`config.mk`:
```
export PLATFORM = sky130hd
export DESIGN_NAME = stream_pkt_arbiter
export DESIGN_NICKNAME = d
export VERILOG_FILES = /design/src/rtl/stream_pkt_arbiter.sv
export SDC_FILE = /design/constraint.sdc
export NUM_CORES = 1
export LEC_CHECK = 0
export ABC_AREA = 1
export BUFFER_PORTS_ARGS = -buffer_cell sky130_fd_sc_hd__buf_2
export CAP_MARGIN = 10
export CORE_AREA = 2 2 148 150
export DETAILED_ROUTE_END_ITERATION = 10
export DIE_AREA = 0 0 150 152
export PLACE_DENSITY_LB_ADDON = 0.15
export SLEW_MARGIN = 20
export SYNTH_ARGS = -nofsm -noshare
export SYNTH_HDL_FRONTEND = slang
export SYNTH_SLANG_ARGS = --single-unit
```
`constraint.sdc`:
```
create_clock -name clk -period 2.75 [get_ports clk]
set_input_delay 0.275 -clock clk [delete_from_list [all_inputs] [get_ports clk]]
set_output_delay 0.275 -clock clk [all_outputs]
set_load 0.02 [all_outputs]
```
`src/rtl/stream_pkt_arbiter.sv`:
```
// Packet-atomic round-robin arbiter: N AXI-Stream sources share one sink, with
// per-beat source tagging and optional truncation of over-long packets.
module stream_pkt_arbiter #(
    parameter int NUM_IN        = 4,
    parameter int DATA_WIDTH    = 32,
    parameter int USER_WIDTH    = 33,
    parameter int MAX_PKT_BEATS = 4,
    parameter int ID_WIDTH      = $clog2(NUM_IN)
) (
    input  logic                           clk,
    input  logic                           rst,
    input  logic [NUM_IN*DATA_WIDTH-1:0]   s_data,
    input  logic [NUM_IN*DATA_WIDTH/8-1:0] s_keep,
    input  logic [NUM_IN*USER_WIDTH-1:0]   s_user,
    input  logic [NUM_IN-1:0]              s_last,
    input  logic [NUM_IN-1:0]              s_valid,
    output logic [NUM_IN-1:0]              s_ready,
    output logic [DATA_WIDTH-1:0]          m_data,
    output logic [DATA_WIDTH/8-1:0]        m_keep,
    output logic [USER_WIDTH-1:0]          m_user,
    output logic                           m_last,
    output logic                           m_valid,
    input  logic                           m_ready,
    output logic [ID_WIDTH-1:0]            m_id,
    output logic                           trunc_err,
    output logic [15:0]                    trunc_count
);

    localparam int KEEP_W = DATA_WIDTH / 8;
    localparam int CNT_W  = (MAX_PKT_BEATS > 0) ? $clog2(MAX_PKT_BEATS + 1) : 1;

    typedef enum logic [1:0] {
        ST_IDLE,
        ST_PASS,
        ST_DROP
    } state_t;

    state_t              state_q, state_d;
    logic [ID_WIDTH-1:0] grant_q, grant_d;
    logic [ID_WIDTH-1:0] rr_ptr_q, rr_ptr_d;
    logic [CNT_W-1:0]    beat_cnt_q, beat_cnt_d;
    logic                trunc_err_q, trunc_err_d;
    logic [15:0]         trunc_count_q, trunc_count_d;

    logic [DATA_WIDTH-1:0] lane_data;
    logic [KEEP_W-1:0]     lane_keep;
    logic [USER_WIDTH-1:0] lane_user;
    logic                  lane_last;
    logic                  lane_valid;
    logic [NUM_IN-1:0]     grant_oh;

    logic [ID_WIDTH-1:0] hi_sel, lo_sel, sel;
    logic                hi_found, lo_found;
    logic [ID_WIDTH-1:0] next_ptr;
    logic                force_last;

    always_comb begin
        lane_data  = '0;
        lane_keep  = '0;
        lane_user  = '0;
        lane_last  = 1'b0;
        lane_valid = 1'b0;
        grant_oh   = '0;
        for (int unsigned i = 0; i < NUM_IN; i++) begin
            if (ID_WIDTH'(i) == grant_q) begin
                lane_data   = s_data[i*DATA_WIDTH +: DATA_WIDTH];
                lane_keep   = s_keep[i*KEEP_W +: KEEP_W];
                lane_user   = s_user[i*USER_WIDTH +: USER_WIDTH];
                lane_last   = s_last[i];
                lane_valid  = s_valid[i];
                grant_oh[i] = 1'b1;
            end
        end
    end

    // Rotating priority: first requester at or above rr_ptr, else lowest overall.
    always_comb begin
        hi_sel   = '0;
        lo_sel   = '0;
        hi_found = 1'b0;
        lo_found = 1'b0;
        for (int unsigned i = 0; i < NUM_IN; i++) begin
            if (!hi_found && s_valid[i] && (ID_WIDTH'(i) >= rr_ptr_q)) begin
                hi_found = 1'b1;
                hi_sel   = ID_WIDTH'(i);
            end
            if (!lo_found && s_valid[i]) begin
                lo_found = 1'b1;
                lo_sel   = ID_WIDTH'(i);
            end
        end
        sel = hi_found ? hi_sel : lo_sel;
    end

    assign next_ptr   = (grant_q == ID_WIDTH'(NUM_IN - 1)) ? '0 : grant_q + ID_WIDTH'(1);
    assign force_last = (MAX_PKT_BEATS != 0) && (beat_cnt_q == CNT_W'(MAX_PKT_BEATS - 1));

    always_comb begin
        state_d       = state_q;
        grant_d       = grant_q;
        rr_ptr_d      = rr_ptr_q;
        beat_cnt_d    = beat_cnt_q;
        trunc_err_d   = 1'b0;
        trunc_count_d = trunc_count_q;
        m_valid       = 1'b0;
        m_last        = 1'b0;
        s_ready       = '0;

        case (state_q)
            ST_IDLE: begin
                if (|s_valid) begin
                    grant_d    = sel;
                    beat_cnt_d = '0;
                    state_d    = ST_PASS;
                end
            end
            ST_PASS: begin
                m_valid = lane_valid;
                m_last  = lane_last | force_last;
                s_ready = grant_oh & {NUM_IN{m_ready}};
                if (lane_valid && m_ready) begin
                    if (MAX_PKT_BEATS != 0) begin
                        beat_cnt_d = beat_cnt_q + CNT_W'(1);
                    end
                    // A natural last on the limit beat wins over truncation.
                    if (lane_last) begin
                        state_d  = ST_IDLE;
                        rr_ptr_d = next_ptr;
                    end else if (force_last) begin
                        trunc_err_d = 1'b1;
                        if (trunc_count_q != 16'hFFFF) begin
                            trunc_count_d = trunc_count_q + 16'd1;
                        end
                        state_d = ST_DROP;
                    end
                end
            end
            ST_DROP: begin
                s_ready = grant_oh;
                if (lane_valid && lane_last) begin
                    state_d  = ST_IDLE;
                    rr_ptr_d = next_ptr;
                end
            end
            default: state_d = ST_IDLE;
        endcase
    end

    always_ff @(posedge clk or negedge rst) begin
        if (!rst) begin
            state_q       <= ST_IDLE;
            grant_q       <= '0;
            rr_ptr_q      <= '0;
            beat_cnt_q    <= '0;
            trunc_err_q   <= 1'b0;
            trunc_count_q <= '0;
        end else begin
            state_q       <= state_d;
            grant_q       <= grant_d;
            rr_ptr_q      <= rr_ptr_d;
            beat_cnt_q    <= beat_cnt_d;
            trunc_err_q   <= trunc_err_d;
            trunc_count_q <= trunc_count_d;
        end
    end

    assign m_data      = lane_data;
    assign m_keep      = lane_keep;
    assign m_user      = lane_user;
    assign m_id        = grant_q;
    assign trunc_err   = trunc_err_q;
    assign trunc_count = trunc_count_q;

endmodule

```
==> results.py <==
metrics = {
    "run_status": {
        "status": "completed",
    },
    "worst_setup_path": {
        "worst_ep_arrival_time_ps": 2290,
        "crit_fanout": 26,
        "crit_path_start_kind": "flip-flop",
        "path_cells": "inv_1 -> ha_1 -> inv_1 -> nor2_4 -> buf_6 -> buf_4 -> nand2_1 -> nand2_1 -> o21ai_0 -> o21ai_0 -> buf_2",
        "worstSetupPathType": "flip-flop to output port",
        "end_kind": "output port",
        "worstPathRequired_ps": 2480,
        "rrSetupSlack_ps": 270,
        "cp_num_buf_inv": 5,
        "cpLargestDelayFamily": "buffers and inverters",
        "path_depth": 11,
        "reg2reg_depth": 12,
        "slowest_delay_ps": 460,
        "cpMaxStageDelayCell": "dfrtp_1",
    },
    "power": {
        "p_seq_share_pct": 7.6,
        "ir_drop_uv": 437,
        "power_density_nw_per_um2": 1090,
        "p_sw_mw": 4.20,
        "p_comb_share_pct": 87.7,
        "pwr-share-clk_pct": 4.8,
        "swShare_pct": 62.0,
        "p_leak_nw": 3.24,
        "p_int_mw": 2.57,
    },
    "place": {
        "post-dp-hpwl_um": 17800,
        "post-place-ws_ps": 259,
        "routabilityCongestion": 0.884,
        "port_buffers": 380,
        "placed_cells": 1325,
        "placed_cell_area_um2": 6110,
    },
    "layout": {
        "fin_nets": 1347,
        "nFillCells": 2479,
        "final_cell_mix": "buf_2, nand2_1, o21ai_0, a21oi_1, inv_1",
        "final_cells": 1334,
        "final_common_cell": "buf_2",
        "syn2layout_area_growth_pct": 57.4,
        "seqCellArea_um2": 651,
        "final_cell_area_um2": 6210,
        "multi_input_area_um2": 2910,
        "drive_gt1_share_pct": 42.2,
    },
    "route": {
        "drc_errors": 0,
        "drt_iter0_markers": 309,
        "dr.pass1.iters": 5,
        "ant_nets": 0,
        "wl_um": 21500,
        "wire_per_inst_um": 16.1,
        "num_vias": 5886,
        "drt-vias-per-instance": 4.41,
    },
    "clock_network": {
        "clk_path_buf_depth": 2,
        "cts_tree": "done",
        "cts-hold-fix-buffers": 0,
        "cts.sink_count": 26,
        "insertion_delay_ps": 260,
        "cts_buffers": 3,
        "clockRootBuffer": "clkbuf_16",
        "cts_max_level": 1,
        "clk_pin_slew_ps": 70,
    },
    "global_route": {
        "grt_pass1_wl_um": 31000,
        "track_usage_pct": 17.5,
        "gr-total-overflow": 0,
        "grt_max_degree": 71,
        "antenna_found_initial": 6,
        "grt_pass1_vias": 5437,
    },
    "timing": {
        "period_share_pct": 93.4,
        "period_needed_ps": 2570,
        "hold_slack_ps": 22.2,
        "setup_violations": 0,
        "rsz0062_at_grt": "false",
        "slew_headroom_pct": 58.5,
        "skew_ps": 4.88,
        "clock.fmax_mhz": 389,
        "final_hold_viol_count": 0,
        "fin_setup_tns_ps": 0,
        "fin_ws_ps": 182,
        "tightest_slew_ps": 622,
        "slew_violations": 0,
    },
    "synth": {
        "syn_area_um2": 3940,
        "ys_ff_latch": 26,
        "avgSynthCellArea_um2": 5.59,
        "yosysUniqueCellTypes": 33,
        "syn_inst": 705,
        "syn-num-nets": 1002,
        "yosysWarnings": 0,
        "yosysSeqAreaShare_pct": 16.5,
    },
    "floorplan": {
        "ios": 381,
        "core-area_um2": 21400,
        "die_w_um": 150,
        "dieArea_um2": 22800,
        "start_util_pct": 18.5,
        "die_h_um": 152,
        "num_rows": 54,
    },
    "flow_run": {
        "drv_cap": 0,
    },
    "min_path": {
        "hp-class": "primary input to async pin",
    },
}
==> stage by stage <==
step           power, mW  utilization [%]
6_report            6.77             29.1
5_1_grt             7.45             29.0
4_1_cts             6.85             29.0
3_5_place_dp        6.51             28.6
3_3_place_gp        6.51             28.6
2_1_floorplan       4.37                -
==> worst paths after layout <==
check | start | endpoint
max reg2reg | m_id[1] | trunc_count[11]
min reg2reg | beat_cnt_q[2] | beat_cnt_q[2]
min in group clk | s_valid[2] | m_id[1]
max in group asynchronous | rst | rr_ptr_q[1]
min | rst | trunc_count[12]
max | m_id[0] | m_data[3]
==> registers in the layout (all words and copies together), names as in the netlist <==
name and count:
state_q 2, trunc_err 1, trunc_count 16, rr_ptr_q 2, beat_cnt_q 3, m_id 2
==> cell families (layout without fill, tap and decap cells) <==
logic type	after synthesis	count (layout)	share of synthesized area (%)
adders and majority gates	10	10	3.17
and+or+nand+nor	323	323	34.8
other	0	6	0
DFF	26	26	16.5
buffers and inverters	93	436	10.2
AOI/OAI and AO/OA	239	239	32.2
xor gates and xnor gates	14	14	3.11
==> cells in the mapped netlist (all sizes together) <==
| cell type | n | area share (%) |
|---|---|---|
| clkinv | 1 | 0.095 |
| or2 | 3 | 0.48 |
| nand4 | 6 | 1.3 |
| and2 | 1 | 0.16 |
| buf | 19 | 3.0 |
| dfrtp | 26 | 17 |
| xor2 | 8 | 1.8 |
| nand2 | 265 | 26 |
| clkbuf | 31 | 3.0 |
| o31ai | 1 | 0.19 |
| nor3 | 7 | 0.89 |
| nand3 | 17 | 2.7 |
| xnor2 | 6 | 1.3 |
| inv | 42 | 4.1 |
| nor2 | 24 | 2.9 |
| a21oi | 75 | 9.6 |
| o211ai | 3 | 0.57 |
| o21ai | 158 | 21 |
| ha | 10 | 3.2 |
| a22oi | 2 | 0.38 |
==> area by class of cell <==
| cell class | count | share of cell area [%] |
|---|---|---|
| well taps | 280 | 5.64 |
| multi-input cells | 586 | 46.9 |
| inverters | 43 | 2.64 |
| clock buffers | 3 | 1.21 |
| repair buffers | 390 | 32.9 |
| flip-flops and latches | 26 | 10.5 |
| diodes | 6 | 0.242 |
==> power groups by stage <==
stage / combinational (mW) / clock (mW) / sequential [mW]
global route: 6.58 / 0.347 / 0.523
finish: 5.93 / 0.323 / 0.511
detailed placement: 5.99 / 0 / 0.520
CTS: 6.00 / 0.337 / 0.513
floorplan: 3.84 / 0 / 0.525
global placement: 5.99 / 0 / 0.518
==> layer usage <==
layer,vias to the layer above,global-route usage [%],part of all wire [%]
met3,21,3.03,7.9
li1,3013,-,-
met4,2,4.13,1.5
met5,-,0,0.060
met2,223,31.1,49
met1,2627,21.7,41
==> what timing repair did <==
item	CTS	global route
setup buffers	0	0
endpoints found under the setup margin	0	4
gates resized for setup	0	1
Note: power is estimated with default switching activity, not from simulation.
